**config.mk**
```make
export PLATFORM = sky130hd
export DESIGN_NAME = lzc_pipe_flat
export DESIGN_NICKNAME = d
export VERILOG_FILES = /design/src/rtl/lzc_pkg.sv /design/src/rtl/lzc_pipe_if.sv /design/src/rtl/lzc_nibble.sv /design/src/rtl/lzc_pipe.sv /design/src/flat_wrapper.sv
export SDC_FILE = /design/constraint.sdc
export NUM_CORES = 1
export LEC_CHECK = 0
export CAP_MARGIN = 10
export CORE_ASPECT_RATIO = 1.1
export CORE_MARGIN = 2
export CORE_UTILIZATION = 50
export DETAILED_ROUTE_END_ITERATION = 7
export PLACE_DENSITY = 0.82
export SLEW_MARGIN = 30
export SYNTH_ARGS = -nofsm -noshare
export SYNTH_HDL_FRONTEND = slang
export SYNTH_SLANG_ARGS = --single-unit
```
**constraint.sdc**
```tcl
create_clock -name clk -period 4.3 [get_ports clk]
set_input_delay 0.86 -clock clk [delete_from_list [all_inputs] [get_ports clk]]
set_output_delay 0.86 -clock clk [all_outputs]
set_load 0.005 [all_outputs]
```
**src/rtl/lzc_pkg.sv**
```systemverilog
// Shared sizing helpers for the pipelined leading-zero counter.
// Nibble-based grouping: operands are split into GROUP_W-bit groups.
package lzc_pkg;

    localparam int GROUP_W = 4;

    function automatic int cnt_w(input int width);
        return $clog2(width + 1);
    endfunction

    function automatic int n_groups(input int width);
        return (width + GROUP_W - 1) / GROUP_W;
    endfunction

endpackage

```
**src/rtl/lzc_pipe_if.sv**
```systemverilog
// Operand/result handshake bundle for lzc_pipe; out_norm exists only with LZC_NORM_EN.
// slave = the counter itself, master = the producer/consumer pair around it.
interface lzc_pipe_if #(
    parameter int WIDTH = 24,
    parameter int TAG_W = 4
);
    import lzc_pkg::*;

    localparam int CNT_W = cnt_w(WIDTH);

    logic             in_valid;
    logic             in_ready;
    logic [WIDTH-1:0] in_data;
    logic [TAG_W-1:0] in_tag;
    logic             out_valid;
    logic             out_ready;
    logic [CNT_W-1:0] out_cnt;
    logic             out_zero;
    logic [TAG_W-1:0] out_tag;
`ifdef LZC_NORM_EN
    logic [WIDTH-1:0] out_norm;
`endif

    modport slave (
        input  in_valid, in_data, in_tag, out_ready,
        output in_ready, out_valid, out_cnt, out_zero, out_tag
`ifdef LZC_NORM_EN
        , output out_norm
`endif
    );

    modport master (
        output in_valid, in_data, in_tag, out_ready,
        input  in_ready, out_valid, out_cnt, out_zero, out_tag
`ifdef LZC_NORM_EN
        , input out_norm
`endif
    );

endinterface

```
**src/rtl/lzc_nibble.sv**
```systemverilog
// Leading-zero count of one 4-bit group plus all-zero flag.
// Latency: combinational. Backpressure: none (pure logic).
// Count is 0 when the group is all zero; the flag carries that case.
module lzc_nibble (
    input  logic [3:0] nib_i,
    output logic [1:0] cnt_o,
    output logic       zero_o
);

    always_comb begin
        cnt_o  = 2'd0;
        zero_o = 1'b0;
        casez (nib_i)
            4'b1???: cnt_o = 2'd0;
            4'b01??: cnt_o = 2'd1;
            4'b001?: cnt_o = 2'd2;
            4'b0001: cnt_o = 2'd3;
            default: zero_o = 1'b1;
        endcase
    end

endmodule

```
**src/rtl/lzc_pipe.sv**
```systemverilog
// Two-stage pipelined leading-zero counter with tag sideband; LZC_NORM_EN adds out_norm.
// Latency: 2 cycles accept-to-out_valid, 1 result/cycle.
// Backpressure: stages advance when downstream empties; in_ready = s1_adv & ~flush (comb from out_ready).
module lzc_pipe #(
    parameter int WIDTH = 24,
    parameter int TAG_W = 4
) (
    input  logic      clk,
    input  logic      rst_n,
    input  logic      flush,
    lzc_pipe_if.slave io
);
    import lzc_pkg::*;

    localparam int CNT_W = cnt_w(WIDTH);
    localparam int NG    = n_groups(WIDTH);
    localparam int PAD_W = NG * GROUP_W;

    logic s1_valid_q, s1_valid_d;
    logic s2_valid_q, s2_valid_d;
    logic s1_adv, s2_adv, in_fire, s2_load;

    logic [NG-1:0][1:0] nib_cnt;
    logic [NG-1:0]      nib_zero;
    logic [NG-1:0][1:0] s1_cnt_q, s1_cnt_d;
    logic [NG-1:0]      s1_zero_q, s1_zero_d;
    logic [TAG_W-1:0]   s1_tag_q, s1_tag_d;

    logic [CNT_W-1:0]   enc_cnt;
    logic               enc_found;
    logic [CNT_W-1:0]   s2_cnt_q, s2_cnt_d;
    logic               s2_zero_q, s2_zero_d;
    logic [TAG_W-1:0]   s2_tag_q, s2_tag_d;

    // Pad with 1s at the LSB end so a partial last nibble never counts padding as zeros.
    logic [PAD_W-1:0] padded;
    if (PAD_W > WIDTH) begin : g_pad
        assign padded = {io.in_data, {(PAD_W - WIDTH){1'b1}}};
    end else begin : g_nopad
        assign padded = io.in_data;
    end

    for (genvar k = 0; k < NG; k++) begin : g_nib
        lzc_nibble u_nib (
            .nib_i  (padded[PAD_W-1-GROUP_W*k -: GROUP_W]),
            .cnt_o  (nib_cnt[k]),
            .zero_o (nib_zero[k])
        );
    end

    assign s2_adv      = ~s2_valid_q | io.out_ready;
    assign s1_adv      = ~s1_valid_q | s2_adv;
    assign io.in_ready = s1_adv & ~flush;
    assign in_fire     = io.in_valid & io.in_ready;
    assign s2_load     = s2_adv & s1_valid_q & ~flush;

    always_comb begin
        s1_valid_d = s1_valid_q;
        s1_cnt_d   = s1_cnt_q;
        s1_zero_d  = s1_zero_q;
        s1_tag_d   = s1_tag_q;
        if (flush) begin
            s1_valid_d = 1'b0;
        end else if (s1_adv) begin
            s1_valid_d = in_fire;
            if (in_fire) begin
                s1_cnt_d  = nib_cnt;
                s1_zero_d = nib_zero;
                s1_tag_d  = io.in_tag;
            end
        end
    end

    // Nibble 0 is the most significant; padding 1s make an all-zero operand land on WIDTH.
    always_comb begin
        enc_cnt   = CNT_W'(WIDTH);
        enc_found = 1'b0;
        for (int k = 0; k < NG; k++) begin
            if (!enc_found && !s1_zero_q[k]) begin
                enc_found = 1'b1;
                enc_cnt   = CNT_W'(GROUP_W * k) + CNT_W'(s1_cnt_q[k]);
            end
        end
    end

    always_comb begin
        s2_valid_d = flush ? 1'b0 : (s2_adv ? s1_valid_q : s2_valid_q);
        s2_cnt_d   = s2_load ? enc_cnt : s2_cnt_q;
        s2_zero_d  = s2_load ? (enc_cnt == CNT_W'(WIDTH)) : s2_zero_q;
        s2_tag_d   = s2_load ? s1_tag_q : s2_tag_q;
    end

    always_ff @(posedge clk or negedge rst_n) begin
        if (!rst_n) begin
            s1_valid_q <= 1'b0;
            s1_cnt_q   <= '0;
            s1_zero_q  <= '0;
            s1_tag_q   <= '0;
            s2_valid_q <= 1'b0;
            s2_cnt_q   <= '0;
            s2_zero_q  <= 1'b0;
            s2_tag_q   <= '0;
        end else begin
            s1_valid_q <= s1_valid_d;
            s1_cnt_q   <= s1_cnt_d;
            s1_zero_q  <= s1_zero_d;
            s1_tag_q   <= s1_tag_d;
            s2_valid_q <= s2_valid_d;
            s2_cnt_q   <= s2_cnt_d;
            s2_zero_q  <= s2_zero_d;
            s2_tag_q   <= s2_tag_d;
        end
    end

`ifdef LZC_NORM_EN
    logic [WIDTH-1:0] s1_data_q, s1_data_d;
    logic [WIDTH-1:0] s2_norm_q, s2_norm_d;

    assign s1_data_d = (in_fire && !flush) ? io.in_data : s1_data_q;
    // Shift by WIDTH yields zero, which is exactly the all-zero operand result.
    assign s2_norm_d = s2_load ? (s1_data_q << enc_cnt) : s2_norm_q;

    always_ff @(posedge clk or negedge rst_n) begin
        if (!rst_n) begin
            s1_data_q <= '0;
            s2_norm_q <= '0;
        end else begin
            s1_data_q <= s1_data_d;
            s2_norm_q <= s2_norm_d;
        end
    end

    assign io.out_norm = s2_norm_q;
`endif

    assign io.out_valid = s2_valid_q;
    assign io.out_cnt   = s2_cnt_q;
    assign io.out_zero  = s2_zero_q;
    assign io.out_tag   = s2_tag_q;

endmodule

```
**src/flat_wrapper.sv**
```systemverilog
// flat-port wrapper written by rule: the top's interface ports become plain ports
module lzc_pipe_flat import lzc_pkg::*;
#(
    parameter int WIDTH = 24,
    parameter int TAG_W = 4
)
  (clk, rst_n, flush, io_in_valid, io_in_data, io_in_tag, io_out_ready, io_in_ready, io_out_valid, io_out_cnt, io_out_zero, io_out_tag);
  lzc_pipe_if #(.WIDTH(WIDTH), .TAG_W(TAG_W)) io_i ();
  input  logic clk;
  input  logic rst_n;
  input  logic flush;
  input wire logic [$bits(io_i.in_valid)-1:0] io_in_valid;
  input wire logic [$bits(io_i.in_data)-1:0] io_in_data;
  input wire logic [$bits(io_i.in_tag)-1:0] io_in_tag;
  input wire logic [$bits(io_i.out_ready)-1:0] io_out_ready;
  output wire logic [$bits(io_i.in_ready)-1:0] io_in_ready;
  output wire logic [$bits(io_i.out_valid)-1:0] io_out_valid;
  output wire logic [$bits(io_i.out_cnt)-1:0] io_out_cnt;
  output wire logic [$bits(io_i.out_zero)-1:0] io_out_zero;
  output wire logic [$bits(io_i.out_tag)-1:0] io_out_tag;
  assign io_i.in_valid = io_in_valid;
  assign io_i.in_data = io_in_data;
  assign io_i.in_tag = io_in_tag;
  assign io_i.out_ready = io_out_ready;
  assign io_in_ready = io_i.in_ready;
  assign io_out_valid = io_i.out_valid;
  assign io_out_cnt = io_i.out_cnt;
  assign io_out_zero = io_i.out_zero;
  assign io_out_tag = io_i.out_tag;
  lzc_pipe #(.WIDTH(WIDTH), .TAG_W(TAG_W)) u_core (.clk(clk), .rst_n(rst_n), .flush(flush), .io(io_i));
endmodule
```
# Yosys cells after proc, flatten, opt, wreduce, memory -nomap -nowiden

Index checks and enable logic that the tools add are counted.
Widths: inputs -> output; s select.

Bits of input ports: 33
Register bits: 34
Latch bits: 0
Bits in writable memories: 0
Output and inout bits: 12
Memory bits (read-only): 0
Memories kept: 0

Shift-type cells: 0
Equality and inequality tests: 19
Magnitude comparators: 0
Reductions and logical operators: 23
Mux-type cells: 27
Div/mod/pow operators: 0
Multiply operators: 0
$add $sub $neg: 5
Bitwise logic cells: 9

Operators with widths:

| operator            | number |
|---|---|
| $pmux 2 s3          | 6 |
| $mux 5              | 6 |
| $eq 4x1->1 const B  | 6 |
| $reduce_or 4->1     | 6 |
| $eq 3x1->1 const B  | 6 |
| $mux 1              | 15 |
| $eq 2x1->1 const B  | 6 |
| $add 4x2->5 const A | 2 |
| $add 5x2->5 const A | 2 |
| $logic_not 1->1     | 9 |
| $eq 5x5->1 const B  | 1 |
| $logic_and 1x1->1   | 5 |
| $add 3x2->4 const A | 1 |
| $and 1x1->1         | 4 |
| $reduce_bool 2->1   | 2 |
| $not 1->1           | 3 |
| $reduce_and 3->1    | 1 |
| $or 1x1->1          | 2 |

# Depth between registers and ports, before layout

Word-level depth: 16
Depth in mapped cells: 5
Mapped depth without buffers: 4

# Cells and area by module

Synthesis repeated with hierarchy kept, for this count alone.

Cells, all modules: 159
Area, all modules: 1714.1 um^2

Modules (own cells, without submodules):

| module     | area an instance (um^2) | cells an instance | instances |
|---|---|---|---|
| lzc_pipe   | 1473.9                  | 123               | 1 |
| lzc_nibble | 40.0                    | 6                 | 6 |

# Worst setup path before layout

No wires, ideal clock.

Path type: in2out
From: input port io_out_ready
To: output port io_in_ready
Arrival time: 1.089 ns
Data required time: 3.440 ns
Setup slack: 2.351 ns
Stages on the path: 2
Cell sequence: nor2b_4 a21oi_1

Cells in the longest elaborated chain, start to end: 3

Ends and longest elaborated chain:

| what            | line               | text |
|---|---|---|
| start, declared | flat_wrapper.sv:15 | `input wire logic [$bits(io_i.out_ready)-1:0] io_out_ready;` |
| $or 1x1->1      | lzc_pipe.sv:51     | `assign s2_adv = ~s2_valid_q \| io.out_ready;` |
| $or 1x1->1      | lzc_pipe.sv:52     | `assign s1_adv = ~s1_valid_q \| s2_adv;` |
| $and 1x1->1     | lzc_pipe.sv:53     | `assign io.in_ready = s1_adv & ~flush;` |
| end, declared   | flat_wrapper.sv:16 | `output wire logic [$bits(io_i.in_ready)-1:0] io_in_ready;` |

No other way between the ends.

# Worst setup path after layout

Same ends and word-level chain as after synthesis.

==> run metrics <==
Reg clk slew, reported paths=0.10 ns; pre-CTS setup slack=around 1.3 ns; row count=22; endpoints failing setup=0; buffers plus inverters on the worst setup path=2; Max Fclk=339 MHz; Worst setup EP type=output pin; final worst-path cycle share=68.6%; Final Skew=between 0.008 and 0.009 ns; dpl hpwl=2190 µm; final setup margin=1.35 ns; Post-DRT Antenna Nets=0; Setup TNS=0 ns; Seq/Total Area, Yosys=between 50% and 60%; combinational share of power=19.2%; ys flop type=dfrtp_1; Worst Reg-to-Reg Cells=4; Worst setup SP type=primary input; overall routing resource usage=~18%; Avg Cell Area, Syn=9.48 µm²; routability cong.=slightly above 0.7; Detail Route met3 WL=151 µm; Die X=roughly 60 µm; fraction of layout cells with a size suffix above 1=between 10% and 20%; Sw Share=24.9%; worst flop-to-flop path endpoint=u_core.s1_tag_q[1]; Psw=187 µW; YS warnings=0; Iter 0 DRT Violations=80; Seq cells post-synth=34; Final #Nets=256; Pwr Density=roughly 340 nW/µm²; CTS H-tree lvls=2; DRC viols=0; metal1 wirelength=1370 µm; Hold Violations, Final=0; library cells used by synthesis=26; RSZ-0062 raised after global routing=false; CTS root buf=clkbuf_4; Peak VDD IR=0.000179 V; Synth Instances=about 180; CP top delay family=buffers and inverters; kind of critical path=primary input to output pin; detailed-route wire length=2980 µm; synthesized area=roughly 1700 µm²; first-pass GRT wire length=5400 µm; sequential share of power=50.3%; Total Die Area=3810 µm²; highest-count cells in the layout ignoring fill and taps=clkdlybuf4s50_1, nand2_1, dfrtp_1; ant diodes=0; vias post-DR=roughly 1.4k; end of the critical path=io_in_ready; antenna violations before repair=0; critical-path cell list=clkdlybuf4s50_1, nor2b_4, a21oi_1, clkdlybuf4s50_1; most common cell after layout, fill and taps aside=clkdlybuf4s50_1; outcome=finished, final reports clean; cell internal pwr=roughly 560 µW; post-CTS setup buffers=0; critical path fanouts, max=6; Core Footprint=approximately 3300 µm²; Clock Power Share=between 30% and 40%; TritonCTS clock tree=built; syn_nets=209; Port-buffer cells=44; Crit-path slowest cell=clkdlybuf4s50_1; vias per cell=~5.2; met2 wire len=1400 µm; max layer used=met4; Crit path depth=4; Max Slew Vio Count=0; gr ovfl total=0; Hold Worst Slack=0.485 ns; crit path from=io_out_ready; Reg2Reg Setup Slack=2.76 ns; clock latency on the worst-skew pair=between 0.3 and 0.4 ns; fill cell count=between 200 and 300; number of enable flip-flop cells after synthesis=0; cell mode on critical path=clkdlybuf4s50_1; Worst EP arrival=2.09 ns; Num CTS Buffers=5; Worst EP required=around 3.4 ns; Max Cap Violations=0; DR pass1 iterations=4; Crit path largest cell delay=between 0.5 and 0.6 ns; Hold Path Class=flip-flop to flip-flop; Avg WL per Cell=roughly 11 µm; Starting Density=50.9%; Gates resized, CTS repair=0; hold buffer count at cts=0; largest net degree at the start of global routing=41; crit path time final=2.95 ns; Synth-to-Final Area Change=32.6%; vias in the first global route=between 1k and 1.5k; Lkg Pwr=0.984 nW; Slew HR=between 60% and 70%; worst slew pin tran=0.529 ns; # clock sinks=34; Worst R2R Start=u_core.io.out_valid; post-layout util=67.5%; I/O pin count=45; Clock Tree Buf Depth=2; Die Span Y=approximately 65 µm; Async S/R FF share, synth=100%
==> synthesized netlist by cell type, types with 4 or more instances <==
| library cell | instances | share of area [%] |
|---|---|---|
| o41ai_2 | 6 | 5.9 |
| a31oi_1 | 4 | 1.5 |
| nor2_1 | 18 | 4.1 |
| dfrtp_1 | 34 | 51 |
| mux2_4 | 4 | 3.6 |
| nand2_1 | 42 | 9.5 |
| o31ai_1 | 7 | 3.2 |
| nand2b_1 | 7 | 2.6 |
| a21oi_1 | 14 | 4.2 |
| inv_1 | 8 | 1.8 |
| o21ai_0 | 9 | 2.7 |
==> registers in the layout (all words and copies together), names as in the netlist <==
signal and flops:
u_core.io.out_valid 1, u_core.s1_valid_q 1, u_core.s1_cnt_q 12, u_core.s1_tag_q 4, u_core.io.out_cnt 5, u_core.io.out_tag 4
u_core.io.out_zero 1, u_core.s1_zero_q 6
==> per-layer routing <==
metal  up-vias  track usage, %
met1       600            21.9
met3         8            3.79
met2        41            30.7
li1        704               -
met4         0            8.52
met5         -               0
==> power by group through the flow <==
stage / clock network [mW] / registers (mW) / logic (mW)
final: 0.229 / 0.376 / 0.144
after global placement: 0 / 0.382 / 0.142
after global routing: 0.249 / 0.381 / 0.162
after floorplan: 0 / 0.379 / 0.0663
after detailed placement: 0 / 0.383 / 0.145
after CTS: 0.234 / 0.377 / 0.146
==> worst min path at each step <==
stage,from,endpoint,slack (ns),cells past startpoint
CTS,u_core.io.out_tag[3],u_core.io.out_tag[3],0.49,2
floorplan,u_core.s1_tag_q[0],u_core.io.out_tag[0],0.44,2
finish,u_core.io.out_cnt[2],u_core.io.out_cnt[2],0.49,2
global route,u_core.s1_cnt_q[2],u_core.s1_cnt_q[2],0.52,2
global placement,u_core.s1_cnt_q[3],u_core.s1_cnt_q[3],0.46,2
detailed placement,u_core.s1_tag_q[2],u_core.io.out_tag[2],0.47,2
==> kinds of logic after synthesis <==
group,count (synthesis),share of synthesized area (%)
and+or+nand+nor,79,21.7
AOI/OAI and AO/OA,45,19.9
DFF,34,51.0
buffers and inverters,14,3.83
muxes,4,3.60
==> final cells by class <==
cell class                 instances  area [µm²]  share of cell area, %
multi-input combinational        128         753                   34.0
timing repair buffer              46         455                   20.6
inverter                           8        30.0                   1.36
sequential                        34         851                   38.5
clock buffer                       5        37.5                   1.70
tap                               36        45.0                   2.04
clock inverter                     3        40.0                   1.81
==> worst reg2reg max path, delay by kind of cell (launching register included) <==
kind,cells,cell delay (ns)
muxes,1,0.35
buffers and inverters,1,0.26
DFF,1,0.39
AOI/OAI and AO/OA,1,0.29
and+or+nand+nor,1,0.15
==> per-stage QoR <==
stage / area, µm² / total power [mW] / instances
2_1_floorplan: 1670 / 0.445 / 176
3_3_place_gp: 2130 / 0.524 / 252
3_5_place_dp: 2130 / 0.528 / 252
4_1_cts: 2210 / 0.756 / 260
5_1_grt: 2210 / 0.793 / 260
6_report: 2210 / 0.748 / 260
No activity file was read; power rests on OpenSTA's default activity.
